**src/rtl/sdram_pattern_tester.sv**
```systemverilog
// SDRAM self-test master: writes NUM_WORDS pattern words from BASE_ADDR, reads them back,
// compares against the regenerated pattern and reports pass/fail, error count and first failing address.
module sdram_pattern_tester #(
  parameter int unsigned ADDR_W    = 25,
  parameter int unsigned DATA_W    = 16,
  parameter int unsigned NUM_WORDS = 10,
  parameter int unsigned BASE_ADDR = 0,
  parameter int unsigned TIMEOUT   = 8_000_000
) (
  input  logic              iCLK,
  input  logic              iRST_n,
  input  logic              iSTART,
  input  logic [1:0]        iMODE,
  output logic [ADDR_W-1:0] oAddress,
  output logic              oWrite,
  output logic [DATA_W-1:0] oWritedata,
  output logic              oRead,
  input  logic              iWaitrequest,
  input  logic [DATA_W-1:0] iReaddata,
  input  logic              iReaddatavalid,
  output logic              oBusy,
  output logic              oDone,
  output logic              oPass,
  output logic              oTimeout,
  output logic [15:0]       oErr_cnt,
  output logic [ADDR_W-1:0] oFirst_err_addr
);

  localparam int unsigned IDX_W = (NUM_WORDS > 1) ? $clog2(NUM_WORDS) : 1;
  localparam int unsigned TO_W  = (TIMEOUT > 1) ? $clog2(TIMEOUT) : 1;
  localparam int unsigned BIT_W = (DATA_W > 1) ? $clog2(DATA_W) : 1;
  localparam int unsigned EXT_W = IDX_W + DATA_W;

  typedef enum logic [2:0] {
    S_IDLE, S_WRITE, S_RD_REQ, S_RD_WAIT, S_DONE
  } state_t;

  state_t             r_state, w_next;
  logic               r_sync1, r_sync2, r_prev;
  logic [1:0]         r_mode;
  logic [IDX_W-1:0]   r_idx;
  logic [3:0]         r_seg;
  logic [BIT_W-1:0]   r_bit;
  logic [TO_W-1:0]    r_to_cnt;
  logic [15:0]        r_err_cnt;
  logic [ADDR_W-1:0]  r_first_err;
  logic               r_timeout, r_done, r_pass;

  logic               w_rise, w_start, w_last, w_wr_acc, w_rd_acc, w_to_hit, w_mis, w_err;
  logic               w_rd_end, w_adv, w_clr_idx;
  logic [ADDR_W-1:0]  w_addr;
  logic [DATA_W-1:0]  w_pat;
  logic [EXT_W-1:0]   w_idx_ext;

  function automatic logic [6:0] seg7(input logic [3:0] d);
    case (d)
      4'd0: seg7 = 7'h40;
      4'd1: seg7 = 7'h79;
      4'd2: seg7 = 7'h24;
      4'd3: seg7 = 7'h30;
      4'd4: seg7 = 7'h19;
      4'd5: seg7 = 7'h12;
      4'd6: seg7 = 7'h02;
      4'd7: seg7 = 7'h78;
      4'd8: seg7 = 7'h00;
      4'd9: seg7 = 7'h10;
      default: seg7 = 7'h00;
    endcase
  endfunction

  assign w_rise    = r_sync2 & ~r_prev;
  assign w_start   = w_rise && (r_state == S_IDLE || r_state == S_DONE);
  assign w_last    = (r_idx == IDX_W'(NUM_WORDS - 1));
  assign w_wr_acc  = (r_state == S_WRITE) && !iWaitrequest;
  assign w_rd_acc  = (r_state == S_RD_REQ) && !iWaitrequest;
  assign w_mis     = (r_state == S_RD_WAIT) && iReaddatavalid && (iReaddata != w_pat);
  assign w_to_hit  = (r_state == S_RD_WAIT) && !iReaddatavalid && (r_to_cnt == TO_W'(TIMEOUT - 1));
  assign w_err     = w_mis || w_to_hit;
  assign w_rd_end  = (r_state == S_RD_WAIT) && (iReaddatavalid || w_to_hit);
  assign w_adv     = ((w_wr_acc || w_rd_end) && !w_last);
  assign w_clr_idx = w_start || (w_wr_acc && w_last);
  assign w_addr    = ADDR_W'(BASE_ADDR) + ADDR_W'(r_idx);

  // Pattern for the current word; seg/bit counters track i mod 10 and i mod DATA_W
  always_comb begin
    w_idx_ext = EXT_W'(r_idx);
    case (r_mode)
      2'd0:    w_pat = DATA_W'(seg7(r_seg));
      2'd1:    w_pat = w_idx_ext[DATA_W-1:0];
      2'd2:    w_pat = DATA_W'(1) << r_bit;
      default: w_pat = ~w_idx_ext[DATA_W-1:0];
    endcase
  end

  always_ff @(posedge iCLK or negedge iRST_n) begin
    if (!iRST_n) begin
      r_sync1 <= 1'b0;
      r_sync2 <= 1'b0;
      r_prev  <= 1'b0;
    end else begin
      r_sync1 <= iSTART;
      r_sync2 <= r_sync1;
      r_prev  <= r_sync2;
    end
  end

  always_ff @(posedge iCLK or negedge iRST_n) begin
    if (!iRST_n) r_state <= S_IDLE;
    else         r_state <= w_next;
  end

  always_comb begin
    w_next = r_state;
    case (r_state)
      S_IDLE, S_DONE: if (w_rise) w_next = S_WRITE;
      S_WRITE:        if (w_wr_acc && w_last) w_next = S_RD_REQ;
      S_RD_REQ:       if (w_rd_acc) w_next = S_RD_WAIT;
      S_RD_WAIT:      if (w_rd_end) w_next = w_last ? S_DONE : S_RD_REQ;
      default:        w_next = S_IDLE;
    endcase
  end

  always_ff @(posedge iCLK or negedge iRST_n) begin
    if (!iRST_n) begin
      r_mode      <= 2'd0;
      r_idx       <= '0;
      r_seg       <= 4'd0;
      r_bit       <= '0;
      r_to_cnt    <= '0;
      r_err_cnt   <= 16'd0;
      r_first_err <= '0;
      r_timeout   <= 1'b0;
      r_done      <= 1'b0;
      r_pass      <= 1'b0;
    end else begin
      if (w_clr_idx) begin
        r_idx <= '0;
        r_seg <= 4'd0;
        r_bit <= '0;
      end else if (w_adv) begin
        r_idx <= r_idx + IDX_W'(1);
        r_seg <= (r_seg == 4'd9) ? 4'd0 : r_seg + 4'd1;
        r_bit <= (r_bit == BIT_W'(DATA_W - 1)) ? '0 : r_bit + BIT_W'(1);
      end
      if (w_rd_acc) r_to_cnt <= '0;
      else if (r_state == S_RD_WAIT) r_to_cnt <= r_to_cnt + TO_W'(1);
      if (w_start) begin
        r_mode      <= iMODE;
        r_err_cnt   <= 16'd0;
        r_first_err <= '0;
        r_timeout   <= 1'b0;
        r_done      <= 1'b0;
        r_pass      <= 1'b0;
      end else begin
        // A zero count means no earlier error this run; saturation never returns to zero
        if (w_err) begin
          if (r_err_cnt == 16'd0) r_first_err <= w_addr;
          if (r_err_cnt != 16'hFFFF) r_err_cnt <= r_err_cnt + 16'd1;
        end
        if (w_to_hit) r_timeout <= 1'b1;
        if (w_rd_end && w_last) begin
          r_done <= 1'b1;
          r_pass <= (r_err_cnt == 16'd0) && !w_err;
        end
      end
    end
  end

  assign oWrite          = (r_state == S_WRITE);
  assign oRead           = (r_state == S_RD_REQ);
  assign oBusy           = (r_state == S_WRITE) || (r_state == S_RD_REQ) || (r_state == S_RD_WAIT);
  assign oAddress        = (oWrite || oRead) ? w_addr : '0;
  assign oWritedata      = oWrite ? w_pat : '0;
  assign oDone           = r_done;
  assign oPass           = r_pass;
  assign oTimeout        = r_timeout;
  assign oErr_cnt        = r_err_cnt;
  assign oFirst_err_addr = r_first_err;

endmodule

```
**config.mk**
```make
export PLATFORM = sky130hd
export DESIGN_NAME = sdram_pattern_tester
export DESIGN_NICKNAME = d
export VERILOG_FILES = /design/src/rtl/sdram_pattern_tester.sv
export SDC_FILE = /design/constraint.sdc
export NUM_CORES = 1
export LEC_CHECK = 0
export CAP_MARGIN = 10
export CORE_UTILIZATION = 48
export CTS_BUF_LIST = sky130_fd_sc_hd__clkbuf_16
export DETAILED_ROUTE_END_ITERATION = 10
export DONT_BUFFER_PORTS = 1
export MAX_ROUTING_LAYER = met4
export PLACE_DENSITY = 0.74
export RECOVER_POWER = 100
export SYNTH_ARGS = -nofsm -noshare
export SYNTH_HDL_FRONTEND = slang
export SYNTH_SLANG_ARGS = --single-unit
```
**constraint.sdc**
```tcl
create_clock -name iCLK -period 3.9 [get_ports iCLK]
set_input_delay 0 -clock iCLK [delete_from_list [all_inputs] [get_ports iCLK]]
set_output_delay 0 -clock iCLK [all_outputs]
set_load 0.005 [all_outputs]
```
==> impl_metrics.tcl <==
set metrics [dict create \
    status "finished, violations left" \
    failed_checks "capacitance limit, slew limit" \
    grt_use_total 0.2207 \
    critPathArrivalTime_ps 3590 \
    hp-start "iWaitrequest" \
    cts_root_buf "clkbuf_16" \
    drt-initial-drc-count 316 \
    avgRoutedWirePerCell_microns 15.29 \
    syn_area_sq_um 4654 \
    synth_warnings 0 \
    nets 584 \
    slew-limit-headroom -0.9201 \
    core_area_sq_um 9328 \
    grt_max_degree 67 \
    place_congestion 0.9271 \
    yosysTopAreaCell "dfrtp_1" \
    ff2ff_setup_slack_ps 510 \
    path_cells "nor3_1 > o21ai_0 > and4_1 > a2111oi_0 > and4b_1 > and4b_1 > clkbuf_2 > nor2_1 > mux2_2" \
    hold_path_end "r_to_cnt[15]" \
    fin_tns_setup_ps 0 \
    routed_wl_microns 10340 \
    worstSkewPairLatency_ps 320 \
    hold_violations 0 \
    syn_avg_cell_area_sq_um 8.417 \
    drc 0 \
    rsz0062_at_grt "false" \
    crit_type "flop to flop" \
    vias 3808 \
    dieArea_sq_um 10090 \
    yosys-top-cells-area "dfrtp_1 35%, buf_4 6.9%, nor2_1 5.2%" \
    whs_path_depth 3 \
    worst-path-buf-inv 1 \
    r2r_end "oErr_cnt[1]" \
    max_stage_delay_ps 660 \
    cts_resized 0 \
    crit_required_ps 4110 \
    ir_worst_vdd_v 0.0002131 \
    synth_seq_area_share 0.3548 \
    nFillCells 853 \
    grt_pass1_vias 3589 \
    critical-path-top-delay-family "simple AND/OR/NAND/NOR gates" \
    ys_async_sr_fraction 1.000 \
    die_w_microns 100.5 \
    die-height_microns 100.5 \
    start_util 0.4990 \
    cpMostUsedCell "and4b_1" \
    min_path_type "primary input to flop" \
    cts_sinks 66 \
    diodes 0 \
    drive_gt1_frac 0.03473 \
    ant_nets 0 \
    r2r_cells 9 \
    cp_max_fo 28 \
    post-route-period-util 0.8682 \
    synth_top_area_frac 0.3548 \
    ys_top_cells_by_count "66 x dfrtp_1, 65 x nor2_1, 61 x nand2_1, 43 x buf_4, 24 x a21oi_1" \
    dp_hpwl_microns 7392 \
    setup.worst_path.start_class "flop" \
    cp-end-kind "flop" \
    ioPinCount 111 \
    tightest_slew_ps 2880 \
    setup_violations 0 \
    clk_pin_slew_worst_paths_ps 50 \
    dr.pass1.iters 5 \
    slowest_stage "dfrtp_1" \
    dpl_cell_area_sq_um 4537 \
    synth_edf_count 0 \
    drv_cap 1 \
    ys_types 64 \
    antenna_found_initial 0 \
    area_growth_pct 3.710 \
    finClkSkew_ps 6.892 \
    timing.fmax_mhz 295.3 \
    synth_cells 553 \
    synthFlopType "dfrtp_1" \
    fin_crit_ps 3386 \
    powerDensity_nw_per_um2 603.2 \
    clockBufferDepth 2 \
    viasPerCell 5.633 \
    maxSlewViolCount 67 \
    grt_pass1_wl_microns 17170 \
    post_cts_buffers 0 \
    cts_buffers 9 \
    finish.utilization 0.5175 \
    htreeDepth 3 \
    numPortBuffers 0 \
    ys_ff_latch 66 \
    postCtsHoldBufs 6 \
    grt_overflow_total 0 \
    cts_tree "built" \
    final_area_sq_um 4827 \
    yosysMostFrequentCell "dfrtp_1" \
    total_power_mw 2.912 \
    r2r-start "r_mode[0]" \
    power.leakage_nw 2.112 \
    rows 35 \
]
[flip-flops by register name, indices dropped and copies added, names as in the netlist]
| signal | flops |
|---|---|
| oDone | 1 |
| oErr_cnt | 16 |
| oFirst_err_addr | 4 |
| oPass | 1 |
| oTimeout | 1 |
| r_bit | 4 |
| r_idx | 4 |
| r_mode | 2 |
| r_prev | 1 |
| r_seg | 4 |
| r_state | 3 |
| r_sync1 | 1 |
| r_sync2 | 1 |
| r_to_cnt | 23 |
[metrics by stage]
stage | instances | hold slack (ps) | setup WS (ps)
finish | 676 | 51.87 | 514.1
global route | 676 | 56.52 | 246.0
CTS | 676 | 44.56 | 717.2
detailed placement | 656 | -293.0 | 720.4
global placement | 656 | -292.5 | 872.1
floorplan | 594 | -295.6 | 1127
[per-layer routing]
layer / up-vias / track usage / share of wire
met2: 148 / 0.3572 / 0.47
met3: 19 / 0.06865 / 0.072
li1: 1821 / - / -
met4: 0 / 0.05574 / 0.015
met5: - / - / 0
met1: 1820 / 0.2685 / 0.44
[layout make-up]
| type | count | area (sq um) | share of cell area |
|---|---|---|---|
| Clock buffer | 9 | 225.2 | 0.04666 |
| Clock inverter | 5 | 25.02 | 0.005184 |
| Inverter | 19 | 71.32 | 0.01477 |
| Multi-Input combinational cell | 440 | 2618 | 0.5422 |
| Sequential cell | 66 | 1652 | 0.3421 |
| Tap cell | 129 | 161.4 | 0.03344 |
| Timing Repair Buffer | 8 | 75.07 | 0.01555 |
[tightest hold or removal path, cell delays in order]
cell    delay [ps]
nor3_2          20
buf_4          200
nor2_1         110
[how the worst max path moves through the flow]
stage                     cells after the start       from           to  slack, ps
final                                         9  r_mode[0]  oErr_cnt[1]        510
after global routing                         11   r_bit[0]  oErr_cnt[1]        250
after CTS                                    11   r_bit[0]  oErr_cnt[1]        720
after detailed placement                     11   r_bit[0]  oErr_cnt[1]        720
after global placement                       11   r_bit[0]  oErr_cnt[1]        870
after floorplan                              12   r_bit[0]  oErr_cnt[1]       1130
[where the power goes]
| group | switching (mW) | leakage [nW] | internal (mW) |
|---|---|---|---|
| Combinational | 0.654 | 1.11 | 0.437 |
| Clock | 0.271 | 0.126 | 0.415 |
| Sequential | 0.314 | 0.876 | 0.821 |
| Total | 1.24 | 2.11 | 1.67 |
[cells by family after synthesis]
kind of cell             Yosys count  synth area share
AO/OA/AOI/OAI                     98            0.1352
XOR/XNOR                          36           0.06774
adder cells (fa/ha/maj)           17           0.04570
buffers and inverters             88            0.1126
flip-flops                        66            0.3548
multiplexers                      10           0.02258
other                              1         0.0008057
AND/OR/NAND/NOR                  237            0.2605
[cells in the final DEF (no fill, tap or decap), types with 10 or more instances in the layout]
cell type and instances:
o21ai_0 25, ha_1 17, nand2_1 61, conb_1 42
nand3_1 16, nor2_1 65, o31ai_1 14, xnor2_1 15
nor3_1 11, inv_1 20, dfrtp_1 66, a21oi_1 24
or4_1 10, xor2_1 21
Power figures use the tool's default switching activity.
